**src/rtl/multitap_letter_encoder.sv**
```systemverilog
// Multi-tap keypad letter encoder: turns debounced keypad strobes into committed
// ASCII letters with idle auto-commit, implicit commit on key change and a case toggle.
module multitap_letter_encoder #(
   parameter int unsigned TIMEOUT_CYCLES  = 12_000_000,
   parameter bit          IMPLICIT_COMMIT = 1'b1,
   parameter bit          LOWER_DEFAULT   = 1'b0
) (
   input  logic       clk,
   input  logic       rst,
   input  logic       strobe,
   input  logic [7:0] cur_key,
   output logic       ready,
   output logic [7:0] data,
   output logic [7:0] preview,
   output logic       pending,
   output logic [1:0] tap,
   output logic       lower_case,
   output logic       word_submit,
   output logic       game_end
);

   // state | meaning
   // IDLE  | no letter being composed, preview is 0x00
   // PEND  | letter composed from key_r/tap_r, timeout counter running
   typedef enum logic {IDLE = 1'b0, PEND = 1'b1} state_t;

   localparam int unsigned TW       = (TIMEOUT_CYCLES > 0) ? $clog2(TIMEOUT_CYCLES + 1) : 1;
   // The strobe is registered before processing, so expiry must fire one cycle
   // early on the counter to land ready exactly TIMEOUT_CYCLES after the strobe.
   localparam int unsigned RELOAD_I = (TIMEOUT_CYCLES >= 2) ? TIMEOUT_CYCLES - 2 : 0;
   localparam logic [TW-1:0] RELOAD = TW'(RELOAD_I);

   logic          stb_q;
   logic [7:0]    key_q;
   state_t        state, state_n;
   logic [2:0]    key_r, key_n;
   logic [1:0]    tap_r, tap_n;
   logic          lower_r, lower_n;
   logic [TW-1:0] tmr, tmr_n;
   logic          ready_n, word_n, game_n;
   logic [7:0]    data_n, preview_n, old_letter;

   logic       is_letter, k_star, k_zero, k_hash, k_game, k_case, accepted;
   logic [2:0] key_idx;

   function automatic logic [7:0] letter_ascii(input logic [2:0] idx, input logic [1:0] t,
                                               input logic lc);
      logic [7:0] base;
      case (idx)
         3'd0:    base = 8'h41;
         3'd1:    base = 8'h44;
         3'd2:    base = 8'h47;
         3'd3:    base = 8'h4A;
         3'd4:    base = 8'h4D;
         3'd5:    base = 8'h50;
         3'd6:    base = 8'h54;
         default: base = 8'h57;
      endcase
      return base + {6'd0, t} + (lc ? 8'h20 : 8'h00);
   endfunction

   function automatic logic [1:0] last_tap(input logic [2:0] idx);
      return (idx == 3'd5 || idx == 3'd7) ? 2'd3 : 2'd2;
   endfunction

   always_comb begin
      is_letter = 1'b0;
      key_idx   = 3'd0;
      k_star    = 1'b0;
      k_zero    = 1'b0;
      k_hash    = 1'b0;
      k_game    = 1'b0;
      k_case    = 1'b0;
      case (key_q)
         8'h84: begin is_letter = 1'b1; key_idx = 3'd0; end
         8'h82: begin is_letter = 1'b1; key_idx = 3'd1; end
         8'h48: begin is_letter = 1'b1; key_idx = 3'd2; end
         8'h44: begin is_letter = 1'b1; key_idx = 3'd3; end
         8'h42: begin is_letter = 1'b1; key_idx = 3'd4; end
         8'h28: begin is_letter = 1'b1; key_idx = 3'd5; end
         8'h24: begin is_letter = 1'b1; key_idx = 3'd6; end
         8'h22: begin is_letter = 1'b1; key_idx = 3'd7; end
         8'h18:   k_star = 1'b1;
         8'h14:   k_zero = 1'b1;
         8'h12:   k_hash = 1'b1;
         8'h21:   k_game = 1'b1;
         8'h11:   k_case = 1'b1;
         default: ;
      endcase
      accepted = stb_q & (is_letter | k_star | k_zero | k_hash | k_game | k_case);
   end

   always_comb begin
      state_n    = state;
      key_n      = key_r;
      tap_n      = tap_r;
      lower_n    = lower_r;
      ready_n    = 1'b0;
      data_n     = data;
      word_n     = 1'b0;
      game_n     = 1'b0;
      tmr_n      = (state == PEND && tmr != '0) ? tmr - TW'(1) : tmr;
      old_letter = letter_ascii(key_r, tap_r, lower_r);

      if (accepted) begin
         if (is_letter) begin
            tmr_n = RELOAD;
            if (state == PEND && key_idx == key_r) begin
               tap_n = (tap_r == last_tap(key_r)) ? 2'd0 : tap_r + 2'd1;
            end else begin
               if (state == PEND && IMPLICIT_COMMIT) begin
                  ready_n = 1'b1;
                  data_n  = old_letter;
               end
               state_n = PEND;
               key_n   = key_idx;
               tap_n   = 2'd0;
            end
         end else if (k_case) begin
            lower_n = ~lower_r;
            tmr_n   = RELOAD;
         end else if (k_star) begin
            if (state == PEND) begin
               ready_n = 1'b1;
               data_n  = old_letter;
               state_n = IDLE;
               tap_n   = 2'd0;
            end
         end else begin
            // 0, # and C all end the composition; only # keeps the letter
            if (k_hash && state == PEND) begin
               ready_n = 1'b1;
               data_n  = old_letter;
            end
            word_n  = k_hash;
            game_n  = k_game;
            state_n = IDLE;
            tap_n   = 2'd0;
         end
      end else if (TIMEOUT_CYCLES != 0 && state == PEND && tmr == '0) begin
         ready_n = 1'b1;
         data_n  = old_letter;
         state_n = IDLE;
         tap_n   = 2'd0;
      end

      preview_n = (state_n == PEND) ? letter_ascii(key_n, tap_n, lower_n) : 8'h00;
   end

   always_ff @(posedge clk) begin
      if (rst) begin
         stb_q       <= 1'b0;
         key_q       <= 8'h00;
         state       <= IDLE;
         key_r       <= 3'd0;
         tap_r       <= 2'd0;
         lower_r     <= LOWER_DEFAULT;
         tmr         <= '0;
         ready       <= 1'b0;
         data        <= 8'h00;
         preview     <= 8'h00;
         word_submit <= 1'b0;
         game_end    <= 1'b0;
      end else begin
         stb_q       <= strobe;
         key_q       <= cur_key;
         state       <= state_n;
         key_r       <= key_n;
         tap_r       <= tap_n;
         lower_r     <= lower_n;
         tmr         <= tmr_n;
         ready       <= ready_n;
         data        <= data_n;
         preview     <= preview_n;
         word_submit <= word_n;
         game_end    <= game_n;
      end
   end

   assign pending    = (state == PEND);
   assign tap        = tap_r;
   assign lower_case = lower_r;

endmodule

```
**config.mk**
```make
export PLATFORM = sky130hd
export DESIGN_NAME = multitap_letter_encoder
export DESIGN_NICKNAME = d
export VERILOG_FILES = /design/src/rtl/multitap_letter_encoder.sv
export SDC_FILE = /design/constraint.sdc
export NUM_CORES = 1
export LEC_CHECK = 0
export ABC_AREA = 1
export BUFFER_PORTS_ARGS = -buffer_cell sky130_fd_sc_hd__buf_2
export CORE_MARGIN = 1.5
export CORE_UTILIZATION = 25
export CTS_CLUSTER_DIAMETER = 60
export DETAILED_ROUTE_END_ITERATION = 6
export GPL_ROUTABILITY_DRIVEN = 0
export HOLD_SLACK_MARGIN = 0.06
export SETUP_SLACK_MARGIN = 0.15
export SLEW_MARGIN = 20
export SYNTH_ARGS = -nofsm -noshare
export SYNTH_HDL_FRONTEND = slang
export SYNTH_SLANG_ARGS = --single-unit
export TNS_END_PERCENT = 10
```
**constraint.sdc**
```tcl
create_clock -name clk -period 4.9 [get_ports clk]
set_input_delay 0.98 -clock clk [delete_from_list [all_inputs] [get_ports clk]]
set_output_delay 0.98 -clock clk [all_outputs]
set_load 0.01 [all_outputs]
```
After elaboration in Yosys (flattened, before gate mapping)
Cells that the tools add are included.
{ "op_classes": {"n_eq_ne": 31, "n_bitwise": 9, "add_sub_neg": 6, "mux": 51, "reduce_logical": 14} }
{ "ops": {"columns": ["operator", "count"], "rows": [
  ["$mux W24", 4],
  ["$pmux W5 S7", 2],
  ["$mux W8", 8],
  ["$eq A8 B5 Y1 const B", 4],
  ["$eq A8 B6 Y1 const B", 4],
  ["$eq A8 B7 Y1 const B", 3],
  ["$logic_not A24 Y1", 1],
  ["$reduce_bool A24 Y1", 1],
  ["$sub A24 B1 Y24 const B", 1],
  ["$mux W1", 23],
  ["$eq A3 B3 Y1 const B", 7],
  ["$pmux W3 S7", 1],
  ["$add A8 B2 Y8", 2],
  ["$add A8 B6 Y8", 2],
  ["$eq A8 B8 Y1 const B", 2],
  ["$mux W2", 8],
  ["$eq A3 B2 Y1 const B", 4],
  ["$mux W6", 2],
  ["$mux W3", 3],
  ["$reduce_or A8 Y1", 1],
  ["$eq A3 B1 Y1 const B", 2],
  ["$logic_not A3 Y1", 2],
  ["$ne A3 B3 Y1 const B", 2],
  ["$or A1 B1 Y1", 5],
  ["other kinds (12)", 17]
]} }
{ "word_totals": {"regBits": 59, "input_bits": 11} }

Longest topological paths before layout
Gate-level depths: netlist (run 1).
{ "logic_depth": {"word_depth": 14, "mapped_depth": 20} }

Least setup slack after synthesis (run 1)
OpenSTA, ideal clock, no wires.
{ "synth_path": {"path_kind": "reg-to-reg", "startpoint": "reg key_q[2]", "endpoint": "reg preview[2]", "setup_ns": 0.112, "synth_period_minus_slack_ns": 2.400, "arrival_time_ns": 2.289, "slack_ns": 2.500, "required_ns": 4.788, "path_stages_with_launch": 20, "cell_sequence": "dfxtp_1 inv_2 nand2_2 nor2_2 nand2_1 nand3_4 nor2_4 nand3_4 nand2_4 inv_2 nand2_1 o21ai_0 nand2_1 nand2_1 ha_1 fa_1 inv_1 nand4_1 nand2_1 nor2_2"} }
{ "synth_via": {"word_cells_on_any_way": 53, "classes_between": "add/sub: 2; eq/ne: 20; mux: 20; bitwise: 7; reduce/logical: 4"} }
{ "synth_lines": {"columns": ["item", "line_no", "rtl"], "rows": [
  ["start, declared", "34", "logic [7:0] key_q;"],
  ["start signal, assigned", "166", "key_q <= cur_key;"],
  ["$eq A8 B6 Y1, or another cell as far along", "74", "case (key_q)"],
  ["$reduce_or A8 Y1 (no line)", null, null],
  ["$mux W1", "74", null],
  ["$or A1 B1 Y1 (5 in series)", "90", "accepted = stb_q & (is_letter | k_star | k_zero | k_hash | k_game | k_case);"],
  ["$and A1 B1 Y1", "90", null],
  ["$mux W2 *", "105", "if (accepted) begin"],
  ["net tap_n[0]", "37", "logic [1:0] tap_r, tap_n;"],
  ["$add A8 B2 Y8 *", "59", "return base + {6'd0, t} + (lc ? 8'h20 : 8'h00);"],
  ["$add A8 B6 Y8 *", "59", null],
  ["end signal, assigned", "174", "preview <= preview_n;"],
  ["end, declared", "14", "output logic [7:0] preview,"]
]} }
Mark *: on every way through the listed nets, which the timed path passes. The rest lies on a longest branch.
A chain may end at the register's enable or synchronous reset.

Worst setup path after layout (run 1)
{ "layout_path": {"startpoint": "reg key_q[5]", "endpoint": "reg preview[2]"} }
Same word-level chain as after synthesis.

==> results of run 1 <==
## tightest hold or removal path: stages, from the launching register on
cell     delay [ns]
dfxtp_1        0.31
nand2_1        0.06
nor2_1         0.04
## logic make-up (layout without fill, tap and decap cells)
| group | after synthesis | count (layout) | synth area share, % |
|---|---|---|---|
| AOI/OAI and AO/OA | 54 | 54 | 9.93 |
| xor gates and xnor gates | 18 | 18 | 4.89 |
| adders and majority gates | 8 | 8 | 3.57 |
| buffers and inverters | 77 | 120 | 9.19 |
| DFF | 59 | 59 | 36.6 |
| other | 1 | 1 | 0.116 |
| and+or+nand+nor | 246 | 246 | 35.7 |
## power groups by stage
stage	combinational, uW	clock, uW	sequential, uW
after floorplan	63.7	0	509
after global placement	84.5	0	509
after detailed placement	85.7	0	509
after CTS	86.1	599	499
after global routing	98.3	622	500
final	85.2	584	499
## sequential cells by signal (all words and copies together), names as in the netlist
| signal | count |
|---|---|
| key_q | 8 |
| preview | 8 |
| tmr | 24 |
| data | 8 |
| key_r | 3 |
| ready | 1 |
| pending | 1 |
| stb_q | 1 |
| game_end | 1 |
| lower_case | 1 |
| word_submit | 1 |
| tap | 2 |
## final cells by class
cell class | instances | area (sq um)
fillers | 1422 | 8760
multi-input cells | 327 | 1750
repair buffers | 33 | 165
well taps | 172 | 215
clock inverters | 4 | 25.0
flip-flops and latches | 59 | 1180
clock buffers | 12 | 256
inverters | 71 | 272
## layer usage
layer	vias up	wire length, microns
met5	-	0
met4	0	164
met3	16	308
met2	52	3580
met1	1320	3170
li1	1544	-
## final timing paths
check / slack [ns] / to / cells after the start
max: 2.22 / preview[2] / 18
min: 0.44 / data[7] / 2
max reg2reg: 2.22 / preview[2] / 18
min reg2reg: 0.44 / data[7] / 2
## cell usage in the layout (no fill, tap or decap), types with 4 or more instances in the layout
cell type / n
nand2_1: 91
nor2_1: 83
inv_1: 61
dfxtp_1: 59
buf_2: 33
a21oi_1: 20
nand3_1: 17
nand2_2: 16
xor2_1: 16
o21ai_0: 12
inv_2: 9
nand4_1: 9
clkbuf_16: 9
a31oi_1: 8
nor2_2: 6
nor4_1: 6
ha_1: 6
nor3_1: 5
nand3_2: 4
a21oi_2: 4
o21ai_2: 4
## stage by stage
step                utilization (%)  cells  instance area (sq um)  setup slack (ns)  total power [uW]
global placement               28.4    662                   3580              2.27               593
detailed placement             28.4    662                   3580              2.22               595
CTS                            30.6    678                   3860              2.21              1180
finish                         30.6    678                   3860              2.22              1170
floorplan                         -    463                   3230              2.50               573
global route                   30.6    678                   3860              1.92              1220
==> metrics.yaml, run 1 <==
sta:
  whs_ns: 0.444
  slew_headroom_pct: 51.9
  finalMaxSlewViolations: 0
  setup_viol: 0
  tns_ns: 0
  fin_crit_sh_pct: 54.8
  fmax_mhz: 372
  rsz0062_at_grt: "false"
  fin_skew_ns: 0.00352
  period_needed_ns: 2.68
  final-hold-violation-count: 0
  tightest_slew_ns: 0.721
global_routing:
  gr-usage-met1_pct: 13.5
  grt_pass1_wl_microns: 12700
  use_met3_pct: 3.43
  grt_antenna_before_repair: 0
  grt_overflow_total: 0
  grt.total_usage_pct: 11.9
  grt_start_max_net_pins: 36
  grt_use_met2_pct: 20.9
  top_usage_layer: "met2"
  grt_pass1_vias: 2881
logic_synthesis:
  ys_warn_count: 0
  synth_area_sq_um: 3230
  yosysMostFrequentCell: "nand2_1"
  synth_edf_count: 0
  yosysTopAreaCellShare_pct: 36.6
  synthTopCellsByCount: "nand2_1, nor2_1, inv_1"
  async_flop_share_pct: 0
  syn_area_per_cell_sq_um: 6.97
  synth_cells: 463
  synth-main-ff-cell: "dfxtp_1"
  syn-num-nets: 482
  synth-seq-cells: 59
  synth_top_area_cell: "dfxtp_1"
  ys_types: 38
  yosysSeqAreaShare_pct: 36.6
  synthTopCellsByArea: "dfxtp_1, nand2_1, nor2_1, inv_1, xor2_1"
worst_setup_path:
  critPathKind: "flip-flop to flip-flop"
  r2r_start: "key_q[5]"
  crit_family: "simple AND/OR/NAND/NOR gates"
  worst_path_most_repeated_cell: "nand2_1"
  worstPathArrival_ns: 2.91
  crit_buf_inv: 2
  cp-startpoint: "key_q[5]"
  critPathLaunchType: "flip-flop"
  end_kind: "flip-flop"
  slowest_delay_ns: 0.41
  crit_slowest_cell: "fa_1"
  cp_cell_sequence: "inv_1 -> nand2_1 -> nor2_1 -> nand2_1 -> nand3_4 -> nor2_4 -> nand3_4 -> nand2_4 -> o21ai_1 -> o21ai_0 -> nand2_1 -> nand2_1 -> ha_1 -> fa_1 -> inv_1 -> nand4_1 -> nand2_1 -> nor2_2"
  required_ns: 5.12
  crit_fanout: 5
pwr:
  seqPwrFrac_pct: 42.7
  p_int_uw: 888
  comb_power_share_pct: 7.3
  p_clk_share_pct: 50.0
  power_leakage_uw: 0.00195
  p_sw_uw: 281
  p_sw_share_pct: 24.0
  p_per_area_nw_per_um2: 302
  vdd.ir_drop.worst_mv: 0.157
clock_tree:
  clkSinkCount: 59
  path_clk_slew_ns: 0.05
  cts_made_buffers: 9
  clk_latency_ns: 0.33
  cts.htree.levels: 3
  clockBufferDepth: 2
  cts_setup_buffers: 0
  cts_tree: "built"
  root_buffer: "clkbuf_16"
  hold_buffers: 0
  cts_resized: 0
run:
  cap_violations: 0
finish:
  antennaDiodeCount: 0
  drive_gt1_share_pct: 19.6
  nNetsFinal: 520
  syn2layout_area_growth_pct: 19.7
route:
  drt-initial-drc-count: 90
  wl_microns: 7230
  drc_errors: 0
  routed_via_density: 4.32
  postRouteAntennaNets: 0
  vias: 2932
  wl_per_cell_microns: 10.7
  dr.pass1.iters: 4
run_status:
  status: "complete, no violations"
place:
  hpwl_microns: 5540
  io_buffer_count: 33
floorplan:
  dieArea_sq_um: 13600
  initial_core_util_pct: 25.6
  die_h_microns: 117
  die_w_microns: 117
  core_region_area_sq_um: 12600
  num_rows: 41
  ios: 34
hold_path:
  hold_path.class: "flip-flop to flip-flop"
  min_from: "data[7]"
Note: power is estimated with default switching activity, not from simulation.
==> run 2, diff against run 1 <==
==> constraint.sdc (replaced) <==
create_clock -name clk -period 2.3 [get_ports clk]
set_input_delay 0.46 -clock clk [delete_from_list [all_inputs] [get_ports clk]]
set_output_delay 0.46 -clock clk [all_outputs]
set_load 0.01 [all_outputs]
==> metrics.yaml, run 2 (synthesis gave the netlist of run 1 again) <==
worst_setup_path:
  crit_slowest_cell: "dfxtp_2"  # was fa_1
  worstPathArrival_ns: 2.65  # was 2.91 ns
  critPathLaunchType: "flip-flop"  # unchanged
  worst_path_most_repeated_cell: "nand2_1"  # unchanged
  cp_cell_sequence: "inv_2 -> nand2_1 -> nor2_4 -> nand2_2 -> nand3_2 -> nor2_4 -> nand3_4 -> nand2_4 -> inv_2 -> nand2_2 -> o21ai_2 -> nand2_1 -> nand2_1 -> ha_2 -> fa_2 -> inv_1 -> nand4_1 -> nand2_1 -> nor2_2"  # was inv_1 -> nand2_1 -> nor2_1 -> nand2_1 -> nand3_4 -> nor2_4 -> nand3_4 -> nand2_4 -> o21ai_1 -> o21ai_0 -> nand2_1 -> nand2_1 -> ha_1 -> fa_1 -> inv_1 -> nand4_1 -> nand2_1 -> nor2_2
  end_kind: "flip-flop"  # unchanged
  critPathKind: "flip-flop to flip-flop"  # unchanged
  required_ns: 2.52  # was 5.12 ns
  slowest_delay_ns: 0.36  # was 0.41 ns
  crit_fanout: 5  # unchanged
finish:
  drive_gt1_share_pct: 34.2  # was 19.6%
  syn2layout_area_growth_pct: 37.4  # was 19.7%
  largest_reg_flops: 24  # unchanged
  regMostFlops: "tmr"  # unchanged
  multi_input_area_sq_um: 1900  # was 1750 sq um
  antennaDiodeCount: 0  # unchanged
  final_common_cell: "nand2_1"  # unchanged
  nNetsFinal: 563  # was 520
  fin_cells: 721  # was 678
  mostFrequentLayoutCells: "nand2_1, nor2_1, inv_1, dfxtp_1, buf_4"  # was nand2_1, nor2_1, inv_1, dfxtp_1, buf_2
  n_fill_cell: 1331  # was 1,422
  seqCellArea_sq_um: 1190  # was 1180 sq um
sta:
  rsz0062_at_grt: "true"  # was false
  fin_skew_ns: 0.00584  # was 0.00352 ns
  fmax_mhz: 412  # was 372 MHz
  final-hold-violation-count: 0  # unchanged
  fin_crit_sh_pct: 106  # was 54.8%
  setup_viol: 2  # was 0
  finalMaxSlewViolations: 0  # unchanged
  period_needed_ns: 2.43  # was 2.68 ns
  fin_ws_ns: -0.128  # was 2.22 ns
route:
  vias: 3138  # was 2,932
  drt-initial-drc-count: 125  # was 90
  drc_errors: 0  # unchanged
  postRouteAntennaNets: 0  # unchanged
  wl_microns: 7830  # was 7230 microns
  wl_per_cell_microns: 10.9  # was 10.7 microns
  routed_via_density: 4.35  # was 4.32
  dr.pass1.iters: 5  # was 4
clock_tree:
  cts_tree: "built"  # unchanged
  path_clk_slew_ns: 0.05  # about the same
  clk_latency_ns: 0.33  # about the same
  clkSinkCount: 59  # unchanged
  clockBufferDepth: 2  # unchanged
  cts_made_buffers: 9  # unchanged
  cts.htree.levels: 3  # unchanged
  hold_buffers: 0  # unchanged
  root_buffer: "clkbuf_16"  # unchanged
global_routing:
  grt_pass1_wl_microns: 13500  # was 12,700 microns
  grt_pass1_vias: 3068  # was 2,881
  grt_start_max_net_pins: 28  # was 36
  grt_overflow_total: 0  # unchanged
  grt_antenna_before_repair: 0  # unchanged
  grt.total_usage_pct: 12.6  # was 11.9%
floorplan:
  ios: 34  # unchanged
  num_rows: 41  # unchanged
  initial_core_util_pct: 25.6  # unchanged
  die_h_microns: 117  # unchanged
  die_w_microns: 117  # unchanged
  core_region_area_sq_um: 12600  # unchanged
  dieArea_sq_um: 13600  # unchanged
run_status:
  violations: "negative setup slack"
  status: "finished with violations"  # was complete, no violations
pwr:
  p_per_area_nw_per_um2: 655  # was 302 nW/um^2
  total_power_uw: 2910  # was 1170 uW
  vdd.ir_drop.worst_mv: 0.496  # was 0.157 mV
  power_leakage_uw: 0.00225  # was 0.00195 uW
place:
  placed_cells: 702  # was 662
  hpwl_microns: 5950  # was 5540 microns
  io_buffer_count: 33  # unchanged
hold_path:
  hold_path.class: "input pin to flip-flop"  # was flip-flop to flip-flop
run:
  cap_violations: 0  # unchanged
run 2: worst max-delay path: cells and delay by family (launching register included):
family	cells	cell delay, ns
flip-flops	1	0.36
AND/OR/NAND/NOR	13	1.13
buffers and inverters	3	0.20
AO/OA/AOI/OAI	1	0.07
adder cells (fa/ha/maj)	2	0.56
run 2: through the flow:
step	hold slack, ns	TNS [ns]	area [sq um]	setup slack [ns]	utilization [%]
3_5_place_dp	0.433	-0.543	3910	-0.210	31.0
2_1_floorplan	0.467	0	3250	0.0468	-
4_1_cts	0.318	-0.245	4330	-0.112	34.3
5_1_grt	0.326	-0.878	4430	-0.284	35.1
6_report	0.326	-0.167	4430	-0.128	35.1
3_3_place_gp	0.430	-0.248	3910	-0.0992	31.0
run 2: routing by layer:
layer,track usage [%],up-vias,share of wire [%],wire length (microns)
met5,0,-,0,0
met4,3.69,0,1.1,89
met3,4.31,7,3.6,282
met2,22.7,58,51,3960
met1,14.2,1446,45,3500
li1,-,1627,-,-
run 2: final cells by class:
| cell class | count | share of cell area, % |
|---|---|---|
| Timing Repair Buffer | 76 | 11.0 |
| Tap cell | 172 | 4.85 |
| Inverter | 71 | 6.18 |
| Clock inverter | 4 | 2.15 |
| Clock buffer | 12 | 6.01 |
| Sequential cell | 59 | 27.0 |
| Multi-Input combinational cell | 327 | 42.8 |
run 2: where the power goes:
| group | total [uW] | switching, uW | internal [uW] |
|---|---|---|---|
| clock network | 1610 | 462 | 1140 |
| registers | 1060 | 17.9 | 1050 |
| logic | 236 | 143 | 93.2 |
| total | 2910 | 623 | 2280 |
run 2: path summary, 6_finish.rpt:
| check | start | endpoint | slack, ns | cells past startpoint |
|---|---|---|---|---|
| setup / recovery | key_q[0] | preview[2] | -0.13 | 19 |
| hold / removal | cur_key[4] | key_q[4] | 0.33 | 3 |
| setup reg to reg | key_q[0] | preview[2] | -0.13 | 19 |
| hold reg to reg | data[7] | data[7] | 0.44 | 2 |
run 2: what timing repair did:
item,4_1_cts,5_1_grt
pin swaps,8,8
buffers inserted,1,2
setup endpoints to repair,5,24
resized for setup,17,34
==> run 3, diff against run 2 <==
--- a/config.mk
+++ b/config.mk
@@ -9,6 +9,7 @@
 export BUFFER_PORTS_ARGS = -buffer_cell sky130_fd_sc_hd__buf_2
 export CORE_MARGIN = 1.5
 export CORE_UTILIZATION = 25
+export CTS_BUF_LIST = sky130_fd_sc_hd__clkbuf_4
 export CTS_CLUSTER_DIAMETER = 60
 export DETAILED_ROUTE_END_ITERATION = 6
 export GPL_ROUTABILITY_DRIVEN = 0
==> constraint.sdc (replaced) <==
create_clock -name clk -period 2.7 [get_ports clk]
set_input_delay 0.54 -clock clk [delete_from_list [all_inputs] [get_ports clk]]
set_output_delay 0.54 -clock clk [all_outputs]
set_load 0.01 [all_outputs]
==> metrics.yaml, run 3 (synthesis gave the netlist of run 1 again) <==
sta:
  setup_viol: 0  # was 2
  rsz0062_at_grt: "true"  # unchanged
  fmax_mhz: 405  # was 412 MHz
  fin_skew_ns: 0.0104  # was 0.00584 ns
  finalMaxSlewViolations: 0  # unchanged
  final-hold-violation-count: 0  # unchanged
  tns_ns: 0  # was -0.167 ns
  slew_headroom_pct: 66.1
  fin_crit_sh_pct: 91.5  # was 106%
  period_needed_ns: 2.47  # was 2.43 ns
  tightest_slew_ns: 0.507
hold_path:
  hold_path.class: "input pin to flip-flop"  # unchanged
  hold_depth: 3  # unchanged
  min_from: "cur_key[0]"  # was cur_key[4]
  whs_endpoint: "key_q[0]"  # was key_q[4]
finish:
  largest_reg_flops: 24  # unchanged
  drive_gt1_share_pct: 28.1  # was 34.2%
  multi_input_area_sq_um: 1890  # was 1900 sq um
  regMostFlops: "tmr"  # unchanged
  nNetsFinal: 535  # was 563
  n_fill_cell: 1410  # was 1,331
  mostFrequentLayoutCells: "nand2_1, nor2_1, inv_1, dfxtp_1, buf_2"  # was nand2_1, nor2_1, inv_1, dfxtp_1, buf_4
  post-route-util_pct: 31.2  # was 35.1%
  antennaDiodeCount: 0  # unchanged
  seqCellArea_sq_um: 1190  # about the same
  syn2layout_area_growth_pct: 22.1  # was 37.4%
  final_common_cell: "nand2_1"  # unchanged
worst_setup_path:
  r2r_slack_ns: 0.23  # was -0.13 ns
  r2r_start: "key_q[1]"  # was key_q[0]
  crit_fanout: 5  # unchanged
  worstPathArrival_ns: 2.78  # was 2.65 ns
  critPathKind: "flip-flop to flip-flop"  # unchanged
  timing.rr.end: "preview[2]"  # unchanged
  end_kind: "flip-flop"  # unchanged
  required_ns: 3.01  # was 2.52 ns
  critPathLaunchType: "flip-flop"  # unchanged
  ff2ff_path_depth: 19  # unchanged
floorplan:
  core_region_area_sq_um: 12600  # unchanged
  die_w_microns: 117  # unchanged
  die_h_microns: 117  # unchanged
  ios: 34  # unchanged
  num_rows: 41  # unchanged
  dieArea_sq_um: 13600  # unchanged
  initial_core_util_pct: 25.6  # unchanged
route:
  met3_length_microns: 255  # was 282 microns
  postRouteAntennaNets: 0  # unchanged
  dr.max_layer_used: "met4"  # unchanged
  dr.pass1.iters: 4  # was 5
  drt-initial-drc-count: 128  # was 125
  wl_met2_microns: 3870  # was 3960 microns
  wl_microns: 7650  # was 7830 microns
  vias: 3039  # was 3,138
  routed_via_density: 4.39  # was 4.35
  wl_per_cell_microns: 11.1  # was 10.9 microns
  drc_errors: 0  # unchanged
  drt-met1-wl_microns: 3430  # was 3500 microns
run:
  cap_violations: 0  # unchanged
pwr:
  power_leakage_uw: 0.00200  # was 0.00225 uW
  vdd.ir_drop.worst_mv: 0.212  # was 0.496 mV
  p_per_area_nw_per_um2: 401  # was 655 nW/um^2
clock_tree:
  clk_latency_ns: 0.40  # was 0.33 ns
  clkSinkCount: 59  # unchanged
  clockBufferDepth: 2  # unchanged
  path_clk_slew_ns: 0.10  # was 0.05 ns
  root_buffer: "clkbuf_4"  # was clkbuf_16
  cts_tree: "built"  # unchanged
  cts_made_buffers: 9  # unchanged
  hold_buffers: 0  # unchanged
  cts.htree.levels: 3  # unchanged
place:
  io_buffer_count: 33  # unchanged
  hpwl_microns: 5540  # was 5950 microns
global_routing:
  grt_start_max_net_pins: 35  # was 28
  grt.total_usage_pct: 11.9  # was 12.6%
  grt_pass1_wl_microns: 12900  # was 13,500 microns
  grt_overflow_total: 0  # unchanged
  grt_pass1_vias: 2999  # was 3,068
  grt_antenna_before_repair: 0  # unchanged
run_status:
  status: "complete, no violations"  # was finished with violations
## run 3: final cells by class
type | count | area share [%]
Clock buffer | 10 | 1.90
Clock inverter | 5 | 0.540
Multi-Input combinational cell | 327 | 47.9
Inverter | 71 | 6.95
Tap cell | 172 | 5.46
Timing Repair Buffer | 48 | 7.05
Sequential cell | 59 | 30.2
## run 3: metrics by stage
stage	cells	hold WS (ns)	worst slack (ns)	area, sq um	total power (uW)
finish	692	0.331	0.229	3940	1580
global route	692	0.302	0.0771	3940	1670
CTS	681	0.306	0.183	3730	1590
detailed placement	665	0.448	0.0578	3600	1080
global placement	665	0.428	0.135	3600	1080
floorplan	463	0.467	0.300	3230	1040
## run 3: how the worst max path moves through the flow
| stage | start | endpoint | slack [ns] |
|---|---|---|---|
| 6_report | key_q[1] | preview[2] | 0.23 |
| 5_1_grt | key_q[6] | preview[2] | 0.08 |
| 4_1_cts | key_q[1] | preview[1] | 0.18 |
| 3_5_place_dp | key_q[2] | preview[2] | 0.06 |
| 3_3_place_gp | key_q[3] | preview[2] | 0.13 |
| 2_1_floorplan | key_q[2] | preview[2] | 0.30 |
## run 3: repair_timing
item | 4_1_cts | 5_1_grt
setup endpoints to repair | 2 | 4
pin swaps | 1 | 21
setup buffers | 1 | 11
resized for setup | 10 | 40
cloned | 0 | 0
## run 3: report_power, final
part | switching [uW] | internal [uW] | leakage (uW)
Combinational | 115 | 66.3 | 0.00146
Sequential | 16.0 | 889 | 0.000480
Clock | 312 | 183 | 0.0000585
## run 3: routing by layer
metal	up-vias	global-route usage, %
met3	10	3.53
met2	53	21.5
met5	-	0
met4	0	3.13
met1	1406	13.8
li1	1570	-
## run 3: worst max-delay path: stages (launching register included)
cell and delay (ns):
dfxtp_4 0.37, inv_2 0.06, nor2_1 0.05, nand2_2 0.08
nand2_2 0.08, nand2_4 0.08, nand3_4 0.08, nor2_4 0.15
nand3_4 0.11, nand2_4 0.12, nand2_4 0.06, nand2_4 0.10
nand2_4 0.07, xor2_4 0.16, ha_4 0.17, fa_2 0.37
inv_2 0.06, nand4_1 0.07, nand2_1 0.09, nor2_2 0.04
